$ cat src/rtl/instr_fetch_queue.sv
// Purpose: fetch stage that owns the PC, issues sequential reads and buffers {instr, pc} for decode (optional IFQ_PERF_CNT_EN bubble counter).
// Latency: request in cycle N reaches out_valid in cycle N+2 on an empty queue; one word per cycle steady state.
// Backpressure: requests are issued only while queued plus in-flight words fit in DEPTH; out_ready=0 stalls fetch.
module instr_fetch_queue #(
    parameter int AWIDTH = 6,
    parameter int DWIDTH = 32,
    parameter int DEPTH  = 4
) (
    input  logic              clk,
    input  logic              rst_n,
    output logic              mem_req,
    output logic [AWIDTH-1:0] mem_addr,
    input  logic [DWIDTH-1:0] mem_rdata,
    input  logic              halt,
    input  logic              redirect_valid,
    input  logic [AWIDTH-1:0] redirect_addr,
    output logic              out_valid,
    input  logic              out_ready,
    output logic [DWIDTH-1:0] out_instr,
    output logic [AWIDTH-1:0] out_pc
`ifdef IFQ_PERF_CNT_EN
    ,
    output logic [15:0]       perf_bubble_cnt
`endif
);

    localparam int PW = $clog2(DEPTH);
    localparam int CW = PW + 1;

    logic [AWIDTH-1:0] r_pc;
    logic [CW-1:0]     r_count;
    logic [PW-1:0]     r_rd_ptr;
    logic [PW-1:0]     r_wr_ptr;
    logic              r_inflight;
    logic [AWIDTH-1:0] r_inflight_pc;
    logic [DWIDTH-1:0] r_instr [DEPTH];
    logic [AWIDTH-1:0] r_epc   [DEPTH];

    logic [CW:0]       w_used;
    logic              w_push;
    logic              w_pop;

    // In-flight read holds a slot so the FIFO can never overflow.
    assign w_used   = {1'b0, r_count} + {{CW{1'b0}}, r_inflight};
    assign mem_req  = rst_n & ~halt & ~redirect_valid & (w_used < (CW+1)'(DEPTH));
    assign mem_addr = r_pc;

    assign out_valid = (r_count != '0);
    assign out_instr = out_valid ? r_instr[r_rd_ptr] : '0;
    assign out_pc    = out_valid ? r_epc[r_rd_ptr]   : '0;

    assign w_push = r_inflight & ~redirect_valid;
    assign w_pop  = out_valid & out_ready & ~redirect_valid;

    always_ff @(posedge clk or negedge rst_n) begin
        if (!rst_n) begin
            r_pc          <= '0;
            r_count       <= '0;
            r_rd_ptr      <= '0;
            r_wr_ptr      <= '0;
            r_inflight    <= 1'b0;
            r_inflight_pc <= '0;
        end else if (redirect_valid) begin
            r_pc       <= redirect_addr;
            r_count    <= '0;
            r_rd_ptr   <= '0;
            r_wr_ptr   <= '0;
            r_inflight <= 1'b0;
        end else begin
            r_inflight <= mem_req;
            if (mem_req) begin
                r_pc          <= r_pc + 1'b1;
                r_inflight_pc <= r_pc;
            end
            if (w_push) r_wr_ptr <= r_wr_ptr + 1'b1;
            if (w_pop)  r_rd_ptr <= r_rd_ptr + 1'b1;
            if (w_push && !w_pop)      r_count <= r_count + 1'b1;
            else if (!w_push && w_pop) r_count <= r_count - 1'b1;
        end
    end

    // Storage needs no reset: outputs are masked while the queue is empty.
    always_ff @(posedge clk) begin
        if (w_push) begin
            r_instr[r_wr_ptr] <= mem_rdata;
            r_epc[r_wr_ptr]   <= r_inflight_pc;
        end
    end

`ifdef IFQ_PERF_CNT_EN
    logic [15:0] r_bubble_cnt;

    always_ff @(posedge clk or negedge rst_n) begin
        if (!rst_n) begin
            r_bubble_cnt <= '0;
        end else if (redirect_valid) begin
            r_bubble_cnt <= '0;
        end else if (!out_valid && (r_bubble_cnt != 16'hFFFF)) begin
            r_bubble_cnt <= r_bubble_cnt + 16'd1;
        end
    end

    assign perf_bubble_cnt = r_bubble_cnt;
`endif

endmodule

$ cat config.mk
export PLATFORM = sky130hd
export DESIGN_NAME = instr_fetch_queue
export DESIGN_NICKNAME = d
export VERILOG_FILES = /design/src/rtl/instr_fetch_queue.sv
export SDC_FILE = /design/constraint.sdc
export NUM_CORES = 1
export LEC_CHECK = 0
export BUFFER_PORTS_ARGS = -buffer_cell sky130_fd_sc_hd__buf_2
export CORE_MARGIN = 4
export CORE_UTILIZATION = 31
export DETAILED_ROUTE_END_ITERATION = 8
export GPL_TIMING_DRIVEN = 0
export PLACE_DENSITY = 0.46
export SLEW_MARGIN = 15
export SYNTH_ARGS = -nofsm -noshare
export SYNTH_HDL_FRONTEND = slang
export SYNTH_SLANG_ARGS = --single-unit
$ cat constraint.sdc
create_clock -name clk -period 2.9 [get_ports clk]
set_input_delay 0.29 -clock clk [delete_from_list [all_inputs] [get_ports clk]]
set_output_delay 0.29 -clock clk [all_outputs]
set_load 0.03 [all_outputs]
Word-level counts from Yosys, hierarchy flattened
Memory sizes are Yosys's and may differ from the RTL's.
Cells that the tools add are included.
{ "totals": {"ff_bits": 20, "latchBits": 0, "ram_bits": 152, "romBits": 0, "output_inout_bits": 46, "memories": 2} }
{ "mem_list": {"columns": ["name", "depth", "word_bits", "rd", "rd_ports_with_merged_regs", "wr", "line_no", "source"], "rows": [
  ["r_instr", 4, 32, 1, 0, 1, "36", "logic [DWIDTH-1:0] r_instr [DEPTH];"],
  ["r_epc", 4, 6, 1, 0, 1, "37", "logic [AWIDTH-1:0] r_epc [DEPTH];"]
]} }
{ "op_classes": {"n_addsub": 6, "n_mul": 0, "div_mod_pow": 0, "order_cmp": 1, "n_eq_ne": 0, "n_shift": 0, "n_mux": 14, "bitwise_logic": 8, "n_reduce_logical": 10} }
{ "ops": {"columns": ["op", "n"], "rows": [
  ["2-to-1 mux 32 bit", 1],
  ["2-to-1 mux 6 bit", 3],
  ["2-to-1 mux 3 bit", 3],
  ["2-to-1 mux 2 bit", 4],
  ["adder 6 x 1 -> 6 bit, second input constant", 1],
  ["bitwise AND 1 bit", 6],
  ["nonzero test 2 bit", 3],
  ["nonzero test 3 bit", 2],
  ["adder 2 x 1 -> 2 bit, second input constant", 2],
  ["adder 3 x 1 -> 4 bit", 1],
  ["< comparator 4 x 3 -> 1 bit, second input constant", 1],
  ["adder 3 x 1 -> 3 bit, second input constant", 1],
  ["2-to-1 mux 1 bit", 3],
  ["subtractor 3 x 1 -> 3 bit, second input constant", 1],
  ["logical AND 1 bit", 2],
  ["zero test 1 bit", 2],
  ["NOT 1 bit", 2],
  ["AND reduction 2 bit", 1]
]} }

Logic depth before layout (Yosys ltp)
{ "logic_depth": {"ltp_word": 7, "ltp_mapped": 8, "depth_no_buf": 7} }

Worst setup path after synthesis
Ideal clock, no wire load.
{ "synth_timing": {"kind": "input -> register", "startpoint": "input port redirect_valid", "endpoint": "memory r_epc[0][0] (enable)", "setup_time_ns": 0.399, "t_arrival_ns": 1.665, "path_slack_ns": 0.836, "stages": 3, "path_buffers": 1, "path_cell_list": "clkbuf_1 > nor2b_1 > and2_1"} }
{ "synth_via": {"elab_chain_len": 4} }
{ "synth_lines": {"columns": ["element", "line_no", "source"], "rows": [
  ["from (decl)", "15", "input logic redirect_valid,"],
  ["NOT 1 bit (no source line)", null, null],
  ["bitwise AND 1 bit", "52", "assign w_push = r_inflight & ~redirect_valid;"],
  ["2-to-1 mux 1 bit", "84", "if (w_push) begin"],
  ["2-to-1 mux 1 bit (implied by the code)", "86", "r_epc[r_wr_ptr] <= r_inflight_pc;"],
  ["to (decl)", "37", null]
]} }
No other way between the ends.

Worst setup path in the final report
{ "layout_timing": {"startpoint": "input port rst_n", "endpoint": "output port mem_req"} }
{ "layout_via": {"elab_chain_len": 3} }
{ "layout_lines": {"columns": ["element", "line_no", "source"], "rows": [
  ["from (decl)", "10", "input logic rst_n,"],
  ["bitwise AND 1 bit (3 in a row)", "45", "assign mem_req = rst_n & ~halt & ~redirect_valid & (w_used < (CW+1)'(DEPTH));"],
  ["to (decl)", "11", "output logic mem_req,"]
]} }
No other way between the ends.

==> impl_summary.md <==
GRT
The all-layer global routing usage is 11.8%. The aggregate global routing overflow is 0. The initial antenna violation count came to 1.

Entering global routing, the biggest net connects 22 pins. The via count of the first global-routing pass is 3,762. The first global-routing pass estimated 21.3 mm of wire.

Critical path
STA classifies the critical path startpoint as an input port. The worst register-to-register path has a depth of 7. The startpoint-to-endpoint class of the critical path is in2out.

The endpoint of the most critical setup path is mem_req. The endpoint arrival time on the critical path is 2.22 ns. The worst setup path is captured at a primary output. Setup slack on the worst reg-to-reg path comes out at 0.67 ns. The startpoint identified for the worst register-to-register timing path is r_count[2]$_DFFE_PN0P_.

The most critical setup path has its startpoint at rst_n. Of all nets on the critical path, the largest fanout is 21. At the worst endpoint, the required time is 2.61 ns. The capture instance of the worst register-to-register path is r_count[1]$_DFFE_PN0P_.

Route
Dividing the detail-routed wire length by the instance count gives 18.5 µm. The length of routed met2 wiring is 7.01 mm. The per-cell via count in the routed design is 4.61. The number of remaining DRC errors is 0.

Detailed routing inserted a total of 3,443 vias. The count of nets left with antenna violations once routing finished came out at 0. Detailed routing placed a total of 718 µm of wire on met3. The total detailed-routing wirelength is 13.8 mm. The post-route met1 wirelength is 5.92 mm. The first-pass detailed-route iteration total is 4. The detailed router used layers up to and including met5. After the first detailed-routing iteration, the DRC count stood at 174.

Power
The power density over the cells is 866 mW/mm². Cell internal power was estimated by the tool at 4.78 mW. The clock power share is 27.4%.

For this design the static power due to leakage is 2.91 nW. The part of the power in combinational logic is 31.6%. Summed over all nets, the switching power comes to 2.38 mW. The highest ir drop seen on vdd is 0.000381 V. The portion of total power attributed to sequential cells is 41.0%. The switching part of the total is 33.3%.

Synth
The number of different library cells used by synthesis comes to 38. The number of nets handed over by synthesis was 392. After synthesis, the largest family of logic cells by area is multiplexers. The share of Yosys cell area claimed by the top area cell type is 66.5%. The number of flops mapped to enable cells by yosys is 152.

After synthesis the cells add up to 0.00686 mm². During synthesis, Yosys emitted a total of 0 warnings. Dividing the synthesized area by the synthesized cell count gives 20.0 µm².

After synthesis the netlist holds a flip-flop and latch count of 172. Multiplexer cells account for 14.5% of the synthesized area. The biggest area contributor in the post-synthesis netlist is edfxtp_1. The most used flip-flop cell after synthesis is edfxtp_1.

After Yosys synthesis, full adders, half adders and majority gates account for 1.20% of the synthesized area. The synthesized instance count is 343. The share of synthesized area occupied by flip-flops and latches is 73.8%. Sorting the synthesized cells by area gives the leading types as edfxtp_1 67%, mux4_2 12%, dfrtp_1 7.3%. For this run, asynchronously set or reset flops after synthesis account for 11.6%. The area fraction in and, or, nand and nor cells after synthesis is 5.98%. The share of the synthesized netlist area taken by xor and xnor gates is 0.638%. The synthesized netlist devotes 1.75% of its cell area to compound gates.

Clock tree
The buffer levels on the longest clock path is 2. The tree is rooted in a clkbuf_16. The clock buffer count from CTS is 17. Buffers added to address setup during post-CTS repair amount to 0.

Clock latency on the worst-skew pair, taken at its later pin, is 0.41 ns. The CTS tree is built. Clock-pin slew was measured on the worst setup and hold paths at 0.06 ns. The H-tree was split into 4 levels. The total number of clock tree sinks is 172.

STA
The final hold violation count was 0. The total of endpoints with negative setup slack in the final report is 0. The fmax is 399 MHz.

After routing, the total negative slack on setup checks comes to 0 ns. The slew at the pin with the worst max-slew slack is 0.788 ns. The minimum period implied by the final worst setup slack is 2.51 ns. Between clock sinks in the finished design, the worst skew comes to 0.00685 ns. After layout, the worst setup slack is 0.395 ns. Setup repair after global routing left no endpoint under its margin. Measured against its own limit, the worst slew margin works out to 47.5%. The worst hold slack is 0.0828 ns.

The number of max-slew violations in the final report is 0. The worst path uses 86.4% of the clock period.

Die
The die area is 0.0246 mm². The count of standard-cell rows is 54. The core region is 0.0218 mm². The effective utilization at floorplan is 31.4%. The die boundary height is 157 µm. The die is 157 µm wide.

89 I/O pins were placed.

Worst hold path
The path type of the worst min-delay path is in2reg.

Status
The run finished with clean final reports.

Place
Prior to clock tree synthesis, the placed netlist has a worst setup slack of 0.526 ns. Buffers placed on the I/O ports in this run total 88. The half-perimeter wire length after placement is 8.88 mm. The congestion estimate from routability-driven global placement came to 0.727. The placed instance count is 715.

Cells and area
The number of antenna diodes in the final layout is 0. In the final design database the tool counted 504 nets. Relative to the synthesized area, the layout overhead comes to 20.5%.

Cells with a size suffix above 1 make up 38.8% of the layout. The filler cells instantiated in the layout total 2,045. The library cells used most frequently in the layout, excluding fill and tap cells, are 152 x edfxtp_1, 91 x buf_2, 39 x and2_1, 38 x mux4_2, 20 x dfrtp_1. After the flow finishes, the layout carries non-filler instances totaling 747. The library cell used most frequently in the layout, excluding fill and tap cells, is edfxtp_1.

Run
The max-capacitance violation count is 0.
final cells by class:
type | instances | area [µm²] | share of cell area (%)
Clock inverter | 12 | 77.6 | 0.939
Sequential cell | 172 | 5060 | 61.3
Buffer | 18 | 109 | 1.32
Clock buffer | 19 | 433 | 5.24
Tap cell | 280 | 350 | 4.24
Multi-Input combinational cell | 144 | 1660 | 20.1
Timing Repair Buffer | 93 | 538 | 6.51
Inverter | 9 | 33.8 | 0.409
critical path, stage by stage:
cell and delay (ns):
dlygate4sd3_1 0.52, buf_2 0.40, nor4b_2 0.32, o21a_1 0.18, buf_6 0.14, buf_8 0.14, buf_2 0.20
synthesized netlist by cell type (3+ instances only):
cell / number
dfrtp_1: 20
inv_1: 9
buf_2: 3
o31ai_1: 3
clkbuf_1: 8
edfxtp_1: 152
nand3_1: 3
buf_4: 3
xnor2_1: 3
mux4_2: 38
nor2_1: 7
and2_1: 43
mux2_2: 8
ha_1: 5
nand2b_1: 4
layer usage:
layer / up-vias / global-route usage (%)
met5: - / 0
met4: 2 / 3.35
met3: 12 / 3.71
met2: 75 / 20.0
met1: 1781 / 14.5
li1: 1573 / -
state kept, by name (all words and copies together) (netlist names):
name and count:
mem_addr 6, r_rd_ptr 2, r_instr 128, r_count 3
r_inflight 1, r_epc 24, r_wr_ptr 2, r_inflight_pc 6
logic make-up after synthesis:
group                    after synthesis
AO/OA/AOI/OAI                         16
XOR/XNOR                               5
adder cells (fa/ha/maj)                6
buffers and inverters                 27
flip-flops                           172
multiplexers                          50
AND/OR/NAND/NOR                       67
power groups by stage:
stage	registers, mW	logic (mW)	clock network, mW
finish	2.93	2.26	1.96
global route	2.95	2.48	2.15
CTS	2.94	2.35	2.03
detailed placement	2.99	2.34	0
global placement	2.98	2.32	0
floorplan	2.98	1.63	0
worst min path at each step:
| stage | startpoint | endpoint | depth (start not counted) |
|---|---|---|---|
| 2_1_floorplan | rst_n | mem_addr[0]$_DFFE_PN0P_ | 0 |
| 3_3_place_gp | rst_n | mem_addr[0]$_DFFE_PN0P_ | 1 |
| 3_5_place_dp | rst_n | mem_addr[0]$_DFFE_PN0P_ | 1 |
| 4_1_cts | mem_rdata[1] | r_instr[0][1]$_DFFE_PP_ | 1 |
| 5_1_grt | mem_rdata[1] | r_instr[0][1]$_DFFE_PP_ | 1 |
| 6_report | redirect_addr[2] | mem_addr[2]$_DFFE_PN0P_ | 3 |
stage by stage:
stage          util (%)  instance area (µm²)  power, mW
2_1_floorplan         -                 6860       4.61
3_3_place_gp       35.1                 7650       5.30
3_5_place_dp       35.5                 7740       5.33
4_1_cts            37.9                 8260       7.32
5_1_grt            37.9                 8260       7.58
6_report           37.9                 8260       7.16
repair_timing:
action	in CTS	in global routing
gates resized for setup	0	0
hold buffers	1	0
endpoints found under the hold margin	20	0
(Power assumes the default switching activity.)
